### config.mk
export PLATFORM = sky130hd
export DESIGN_NAME = picc_sequence_encode
export DESIGN_NICKNAME = d
export VERILOG_FILES = /design/src/rtl/iso14443a_pkg.sv /design/src/rtl/picc_sequence_encode_bit_timer.sv /design/src/rtl/picc_sequence_encode.sv
export SDC_FILE = /design/constraint.sdc
export NUM_CORES = 1
export LEC_CHECK = 0
export ABC_AREA = 0
export BUFFER_PORTS_ARGS = -buffer_cell sky130_fd_sc_hd__clkbuf_2
export CORE_ASPECT_RATIO = 1.1
export CORE_MARGIN = 2
export CORE_UTILIZATION = 55
export DETAILED_ROUTE_END_ITERATION = 10
export GPL_ROUTABILITY_DRIVEN = 0
export GPL_TIMING_DRIVEN = 0
export PLACE_DENSITY = 0.84
export RECOVER_POWER = 25
export SLEW_MARGIN = 10
export SYNTH_ARGS = -nofsm -noshare
export SYNTH_HDL_FRONTEND = slang
export SYNTH_SLANG_ARGS = --single-unit
### constraint.sdc
create_clock -name clk -period 2.33 [get_ports clk]
set_input_delay 0.466 -clock clk [delete_from_list [all_inputs] [get_ports clk]]
set_output_delay 0.466 -clock clk [all_outputs]
set_load 0.01 [all_outputs]
### src/rtl/iso14443a_pkg.sv
// ISO/IEC 14443 Type A shared definitions: bit-sequence codes, encoder FSM states and
// default 106 kbit/s timing constants.
package ISO14443A_pkg;

  localparam int unsigned BitCyclesDefault    = 128;
  localparam int unsigned ScHalfCyclesDefault = 8;

  typedef enum logic [1:0] {
    PICCBitSequence_D,
    PICCBitSequence_E,
    PICCBitSequence_F
  } PICCBitSequence;

  typedef enum logic [1:0] {
    StIdle,
    StSoc,
    StData,
    StEoc
  } enc_state_e;

endpackage

### src/rtl/picc_sequence_encode_bit_timer.sv
// Bit-period counter for the PICC sequence encoder: counts 0..BIT_CYCLES-1 while running,
// restarts on request and flags the last cycle of each period.
module picc_sequence_encode_bit_timer #(
  parameter int unsigned BIT_CYCLES = 128,
  parameter int unsigned CntW       = $clog2(BIT_CYCLES)
) (
  input  logic            clk_i,
  input  logic            rst_ni,
  input  logic            run_i,
  input  logic            restart_i,
  output logic [CntW-1:0] cnt_o,
  output logic [CntW-1:0] cnt_next_o,
  output logic            wrap_o
);

  logic [CntW-1:0] cnt_q, cnt_d;

  assign wrap_o = (cnt_q == CntW'(BIT_CYCLES - 1));

  always_comb begin
    cnt_d = cnt_q + 1'b1;
    if (!run_i || restart_i || wrap_o) begin
      cnt_d = '0;
    end
  end

  always_ff @(posedge clk_i or negedge rst_ni) begin
    if (!rst_ni) begin
      cnt_q <= '0;
    end else begin
      cnt_q <= cnt_d;
    end
  end

  assign cnt_o      = cnt_q;
  assign cnt_next_o = cnt_d;

endmodule

### src/rtl/picc_sequence_encode.sv
// PICC->PCD Type A Manchester sequence encoder (SOC, data D/E, EOC F) on an fc/16 subcarrier.
// Optional underrun pulse output enabled by defining PICC_SEQUENCE_ENCODE_UNDERRUN_EN.
module picc_sequence_encode
  import ISO14443A_pkg::*;
#(
  parameter int unsigned BIT_CYCLES     = BitCyclesDefault,
  parameter int unsigned SC_HALF_CYCLES = ScHalfCyclesDefault
) (
  input  logic clk,
  input  logic rst_n,
  input  logic in_valid,
  input  logic in_data,
  input  logic in_last,
  output logic in_ready,
  output logic lm_out,
  output logic idle
`ifdef PICC_SEQUENCE_ENCODE_UNDERRUN_EN
  ,
  output logic underrun
`endif
);

  localparam int unsigned CntW     = $clog2(BIT_CYCLES);
  localparam int unsigned ScPeriod = 2 * SC_HALF_CYCLES;
  localparam int unsigned HalfBit  = BIT_CYCLES / 2;

  enc_state_e      state_q, state_d;
  PICCBitSequence  seq_q, seq_d;
  logic            last_q, last_d;
  logic            lm_q, lm_d;
  logic [CntW-1:0] cnt_q, cnt_next;
  logic            wrap, sample;
  logic            sc_hi, first_half;

  picc_sequence_encode_bit_timer #(
    .BIT_CYCLES (BIT_CYCLES),
    .CntW       (CntW)
  ) u_bit_timer (
    .clk_i      (clk),
    .rst_ni     (rst_n),
    .run_i      (state_q != StIdle),
    .restart_i  (state_d != state_q),
    .cnt_o      (cnt_q),
    .cnt_next_o (cnt_next),
    .wrap_o     (wrap)
  );

  // A frame's last bit suppresses the sample point so EOC follows it directly.
  assign sample   = wrap && ((state_q == StSoc) || ((state_q == StData) && !last_q));
  assign in_ready = sample;
  assign idle     = (state_q == StIdle);
  assign lm_out   = lm_q;

  always_comb begin
    state_d = state_q;
    seq_d   = seq_q;
    last_d  = last_q;
    unique case (state_q)
      StIdle: begin
        if (in_valid) begin
          state_d = StSoc;
          seq_d   = PICCBitSequence_D;
          last_d  = 1'b0;
        end
      end
      StSoc, StData: begin
        if (sample) begin
          if (in_valid) begin
            state_d = StData;
            seq_d   = in_data ? PICCBitSequence_D : PICCBitSequence_E;
            last_d  = in_last;
          end else begin
            state_d = StEoc;
            seq_d   = PICCBitSequence_F;
          end
        end else if (wrap) begin
          state_d = StEoc;
          seq_d   = PICCBitSequence_F;
        end
      end
      StEoc: begin
        if (wrap) begin
          state_d = StIdle;
        end
      end
    endcase
  end

  // Modulator output is computed from next state/count so it lines up with period edges.
  always_comb begin
    sc_hi      = ((32'(cnt_next) % ScPeriod) < SC_HALF_CYCLES);
    first_half = (32'(cnt_next) < HalfBit);
    lm_d       = 1'b0;
    if (state_d != StIdle) begin
      case (seq_d)
        PICCBitSequence_D: lm_d = first_half && sc_hi;
        PICCBitSequence_E: lm_d = !first_half && sc_hi;
        default:           lm_d = 1'b0;
      endcase
    end
  end

  always_ff @(posedge clk or negedge rst_n) begin
    if (!rst_n) begin
      state_q <= StIdle;
      seq_q   <= PICCBitSequence_F;
      last_q  <= 1'b0;
      lm_q    <= 1'b0;
    end else begin
      state_q <= state_d;
      seq_q   <= seq_d;
      last_q  <= last_d;
      lm_q    <= lm_d;
    end
  end

`ifdef PICC_SEQUENCE_ENCODE_UNDERRUN_EN
  logic underrun_q, underrun_d;

  assign underrun_d = sample && !in_valid;
  assign underrun   = underrun_q;

  always_ff @(posedge clk or negedge rst_n) begin
    if (!rst_n) begin
      underrun_q <= 1'b0;
    end else begin
      underrun_q <= underrun_d;
    end
  end

  a_underrun_eoc: assert property (@(posedge clk) disable iff (!rst_n)
    underrun_d |-> (state_d == StEoc));
`endif

  a_ready_at_wrap: assert property (@(posedge clk) disable iff (!rst_n)
    in_ready |-> (cnt_q == CntW'(BIT_CYCLES - 1)));
  a_idle_quiet: assert property (@(posedge clk) disable iff (!rst_n)
    idle |-> !lm_out);

endmodule

---- After elaboration in Yosys (flattened, before gate mapping) ----
Index checks and enable logic that the tools add are counted.
operators by class
  add/subtract/negate cells ............... 1
  order comparisons ....................... 2
  equal/unequal tests ..................... 9
  muxes and demuxes ....................... 19
  reduce and logical (&&, ||, !) cells .... 17
operators with widths
  cell                 number
  $mux 2               8
  $add 7x1->7 const B  1
  $eq 7x7->1 const B   1
  $lt 7x7->1 const B   1
  $mux 7               1
  $mux 1               6
  $ne 2x2->1 const B   3
  $pmux 2 s3           1
  $reduce_bool 2->1    3
  $eq 2x1->1 const B   2
  $eq 2x2->1 const B   2
  $logic_and 1x1->1    4
  $logic_not 2->1      2
  $lt 4x4->1 const B   1
  $pmux 1 s2           2
  $pmux 2 s2           1
  $reduce_and 4->1     1
  $logic_not 1->1      3
  $logic_or 1x1->1     3
  $ne 2x2->1           1
  $reduce_or 2->1      1
word-level totals
  flip-flop bits (word level) ............. 13
  input bits .............................. 5
  output and inout bits ................... 3

---- Longest topological paths before layout ----
  word-level depth ........................ 15
  gate-level depth with buffers ........... 9
  depth with buffers taken out ............ 8

---- Cells and area by module ----
Synthesis repeated with hierarchy kept, for this count alone.
unflattened totals
  cells, all modules ...................... 82
  area total of the unflattened synthesis .. 797.0 um2
by module, submodules not included
  module                          instances  cells an instance  area each (um2)
  picc_sequence_encode            1          50                 478.0
  picc_sequence_encode_bit_timer  1          32                 319.1

---- Worst setup path after synthesis ----
OpenSTA, ideal clock, no wires.
  kind .................................... register -> register
  start point ............................. register u_bit_timer.cnt_q[0], in the netlist u_bit_timer.cnt_o[0]
  end point ............................... register lm_q, in the netlist lm_out
  library setup time ...................... 94 ps
  arrival ................................. 1759 ps
  setup slack ............................. 477 ps
  cell stages (with the launch flop) ...... 9
  clock period less this slack ............ 1853 ps
  cells stage by stage .................... dfrtp_1 ha_1 and3_1 buf_6 and4_4 or3_1 o221ai_2 nor2_2 nor4b_4
on the way
  cells in the longest elaborated chain, start to end .. 13
  elaborated cells between the ends (all ways) .. 24
  classes of those cells .................. 1 x add/sub; 2 x order compare; 3 x eq/ne; 10 x mux; 8 x reduce/logical
ends and longest elaborated chain
  item                                                line                                                    RTL
  start, declared                                     picc_sequence_encode_bit_timer.sv:16                    logic [CntW-1:0] cnt_q, cnt_d;
  start signal, assigned                              picc_sequence_encode_bit_timer.sv:31                    cnt_q <= cnt_d;
  $eq 7x7->1 (*)                                      picc_sequence_encode_bit_timer.sv:18                    assign wrap_o = (cnt_q == CntW'(BIT_CYCLES - 1));
  $mux 2 / $logic_and 1x1->1 (equally long branches)  picc_sequence_encode.sv:76, picc_sequence_encode.sv:49
  $mux 2                                              picc_sequence_encode.sv:67                              if (sample) begin
  $pmux 2 s3 (*)                                      picc_sequence_encode.sv:58                              unique case (state_q)
  net state_d[0]                                      picc_sequence_encode.sv:27                              enc_state_e state_q, state_d;
  $ne 2x2->1                                          picc_sequence_encode.sv:42                              .restart_i (state_d != state_q),
  $logic_or 1x1->1 (2 in series)                      picc_sequence_encode_bit_timer.sv:22                    if (!run_i || restart_i || wrap_o) begin
  $mux 7                                              picc_sequence_encode_bit_timer.sv:22
  $lt 7x7->1                                          picc_sequence_encode.sv:92                              first_half = (32'(cnt_next) < HalfBit);
  $logic_not 1->1                                     picc_sequence_encode.sv:97                              PICCBitSequence_E: lm_d = !first_half && sc_hi;
  $logic_and 1x1->1                                   picc_sequence_encode.sv:97
  $pmux 1 s2                                          picc_sequence_encode.sv:95                              case (seq_d)
  $mux 1 (*)                                          picc_sequence_encode.sv:94                              if (state_d != StIdle) begin
  net lm_d                                            picc_sequence_encode.sv:30                              logic lm_q, lm_d;
  end signal, assigned                                picc_sequence_encode.sv:113                             lm_q <= lm_d;
  end, declared                                       picc_sequence_encode.sv:30
The timed path passes the listed nets; every way through them passes the cells marked *.
A chain may end at the register's enable or synchronous reset.

---- Worst setup path after layout ----
  start point ............................. register u_bit_timer.cnt_q[0], in the netlist u_bit_timer.cnt_o[0]
  end point ............................... output port in_ready
on the way
  cells in the longest elaborated chain, start to end .. 2
ends and longest elaborated chain
  item               line                                  RTL
  $eq 7x7->1         picc_sequence_encode_bit_timer.sv:18
  $logic_and 1x1->1  picc_sequence_encode.sv:49            assign sample = wrap && ((state_q == StSoc) || ((state_q == StData) && !last_q));
  end, declared      picc_sequence_encode.sv:14            output logic in_ready,
Every way passes these cells.

==> impl_metrics.env <==
export IMPL_cp_cell_sequence="ha_1 -> and3_1 -> buf_6 -> nand4_4 -> nor2_2 -> clkbuf_2"
export IMPL_crit_path_start_kind="flip-flop"
export IMPL_antenna_found_initial=0
export IMPL_synth_compound_area_share=0.155
export IMPL_synthToLayoutAreaGrowth_pct=11.5
export IMPL_post_layout_total_power_mw=0.368
export IMPL_worstSetupEndpointType="output pin"
export IMPL_synth_fa_ha_area_frac=0.0785
export IMPL_outcome="completed"
export IMPL_groute_usage_overall=0.204
export IMPL_core_area_um2=1370
export IMPL_final_area_um2=888
export IMPL_diodes=0
export IMPL_post_route_util=0.650
export IMPL_top_usage_layer="met2"
export IMPL_worstSetupPathType="reg -> out"
export IMPL_drt_iter0_drc=7
export IMPL_antenna_left=0
export IMPL_drv_cap=0
export IMPL_most_common_layout_cells="12 x nor2_1, 12 x dfrtp_1, 6 x a21oi_1, 6 x clkbuf_2"
export IMPL_ys_ff_latch=13
export IMPL_worstReg2RegStart="state_q[0]$_DFF_PN0_"
export IMPL_num_vias=617
export IMPL_cts_repair_resized=0
export IMPL_dpl_hpwl_um=1170
export IMPL_grt_met1_usage=0.228
export IMPL_synth_fp_nets=91
export IMPL_tightest_slew_ns=0.686
export IMPL_use_met3=0.0308
export IMPL_die_w_um=40.3
export IMPL_first_pass_iters=4
export IMPL_synthCells=81
export IMPL_leakage_nw=0.383
export IMPL_synth_simple_area_share=0.239
export IMPL_ios=8
export IMPL_placed_cell_area_um2=852
export IMPL_rows=14
export IMPL_drc=0
export IMPL_crit_buf_inv=2
export IMPL_hp_class="in -> async"
export IMPL_grt_max_degree=14
export IMPL_yosys_area_share_xor_xnor=0.0659
export IMPL_portBuffers=7
export IMPL_via_per_inst=5.71
export IMPL_max_stage_delay_ns=0.37
export IMPL_die_y_um=43.9
export IMPL_post_drt_wl_per_cell_um=13.5
export IMPL_fin_worst_skew_ns=0.00276
export IMPL_power_density_nw_per_um2=414
export IMPL_slew_violations=0
export IMPL_hold_violations=0
export IMPL_ir_drop_uv=352
export IMPL_initial_utilization=0.583
export IMPL_clockRootBuffer="clkbuf_4"
export IMPL_drt_wl_total_um=1460
export IMPL_cts_max_level=1
export IMPL_post_cts_buffers=0
export IMPL_r2r_slack_ns=0.32
export IMPL_path_delay_family="simple AND/OR/NAND/NOR gates"
export IMPL_yosysSeqAreaShare=0.410
export IMPL_avgSynthCellArea_um2=9.84
export IMPL_fmax_mhz=473
export IMPL_ys_warn_count=0
export IMPL_grt_pass1_wl_um=2410
export IMPL_path_max_fanout=9
export IMPL_netlist_area_um2=797
export IMPL_r2r_end="lm_out$_DFF_PN0_"
export IMPL_max_clock_path_buffers=2
export IMPL_cts_buffers=3
export IMPL_worst_path_max_delay_cell="dfrtp_1"
export IMPL_clock_sinks=13
export IMPL_cp_arrival_ns=1.65
export IMPL_grt_overflow=0
export IMPL_nFillCells=112
export IMPL_slew_headroom=0.543
export IMPL_first_global_vias=592
export IMPL_cts_tree="built"
export IMPL_post_route_period_util=0.908
export IMPL_worstSkewPairLatency_ns=0.27
export IMPL_synthMuxAreaShare=0
export IMPL_setup_tns_ns=0
export IMPL_min_period_ns=2.12
export IMPL_drive_gt1_frac=0.228
export IMPL_synth_top_family_by_area="simple AND/OR/NAND/NOR gates"
export IMPL_die_area_um2=1770
export IMPL_setup_viol=0
export IMPL_cts_hold_buf=0
export IMPL_gr_usage_met2=0.358
export IMPL_rsz0062_at_grt="no"
export IMPL_post_place_ws_ns=0.194
export IMPL_worst_r2r_path_depth=8
export IMPL_path_clk_slew_ns=0.07
export IMPL_synth_cell_type_count=30
export IMPL_required_ns=1.86
export IMPL_setup_ws_ns=0.215
export IMPL_nNetsFinal=103
flip-flops by register name, indices dropped and copies added, names as in the netlist:
| register | cells |
|---|---|
| state_q | 2 |
| seq_q | 2 |
| u_bit_timer.cnt_o | 7 |
| last_q | 1 |
| lm_out | 1 |
synthesized netlist by cell type:
master / number / area [µm²]
dfrtp_1: 12 / 300
o22a_1: 1 / 8.76
dfstp_2: 1 / 26.3
nand2_1: 5 / 18.8
o221ai_1: 1 / 8.76
and3_2: 1 / 7.51
nor3_1: 1 / 5.00
a21oi_1: 6 / 30.0
a31oi_1: 1 / 6.26
and3_1: 1 / 6.26
nand4_2: 1 / 12.5
a32o_1: 1 / 10.0
a211oi_2: 1 / 12.5
o221ai_2: 1 / 15.0
inv_1: 3 / 11.3
nor4b_4: 1 / 23.8
nor2_2: 1 / 6.26
clkbuf_4: 1 / 7.51
nand3_1: 2 / 10.0
or3_1: 1 / 6.26
xnor2_1: 4 / 35.0
o21ai_0: 5 / 25.0
or2b_1: 2 / 15.0
buf_6: 2 / 22.5
ha_1: 5 / 62.6
xor2_1: 2 / 17.5
nor2_1: 13 / 48.8
nor2b_1: 3 / 18.8
and4_4: 1 / 11.3
a211oi_1: 1 / 7.51
power by group:
part | internal (mW) | switching, mW | leakage [nW]
logic | 0.00225 | 0.00568 | 0.220
registers | 0.225 | 0 | 0.148
clock network | 0.0663 | 0.0681 | 0.0150
total | 0.294 | 0.0738 | 0.383
worst reg2reg max path: stages, from the launching register on:
cell and delay [ns]:
dfrtp_1 0.42, inv_1 0.10, ha_1 0.19, nor2b_1 0.13
o21ai_1 0.26, o21ai_0 0.16, a211oi_2 0.32, xnor2_1 0.15
nor4b_4 0.19
area by class of cell:
cell class,instances,area (µm²),area share
Tap cell,16,20.0,0.0225
Buffer,3,30.0,0.0338
Timing Repair Buffer,7,33.8,0.0380
Clock buffer,4,26.3,0.0296
Multi-Input combinational cell,62,440,0.496
Sequential cell,13,327,0.368
Inverter,3,11.3,0.0127
metal layers:
layer / wire, µm / vias up
li1: - / 302
met1: 623 / 303
met2: 790 / 10
met3: 30 / 2
met4: 15 / 0
met5: 0 / -
cells by family after synthesis:
family	count (synthesis)
compound gates	18
xor+xnor	6
fa+ha+maj	5
buf+inv	6
flops	13
simple gates	33
worst max path at each step:
stage / from / endpoint / slack [ns] / depth (start not counted)
after floorplan: u_bit_timer.cnt_o[0]$_DFF_PN0_ / lm_out$_DFF_PN0_ / 0.48 / 8
after detailed placement: state_q[0]$_DFF_PN0_ / lm_out$_DFF_PN0_ / 0.19 / 8
after global placement: state_q[0]$_DFF_PN0_ / lm_out$_DFF_PN0_ / 0.28 / 8
after CTS: u_bit_timer.cnt_o[0]$_DFF_PN0_ / in_ready / 0.06 / 6
after global routing: u_bit_timer.cnt_o[0]$_DFF_PN0_ / in_ready / 0.1 / 6
final: u_bit_timer.cnt_o[0]$_DFF_PN0_ / in_ready / 0.21 / 6
through the flow:
step,cells,hold slack (ns)
final,108,0.203
after global routing,108,0.257
after CTS,108,0.0745
after detailed placement,104,0.371
after global placement,104,0.365
after floorplan,81,0.170
Note: power is estimated with default switching activity, not from simulation.
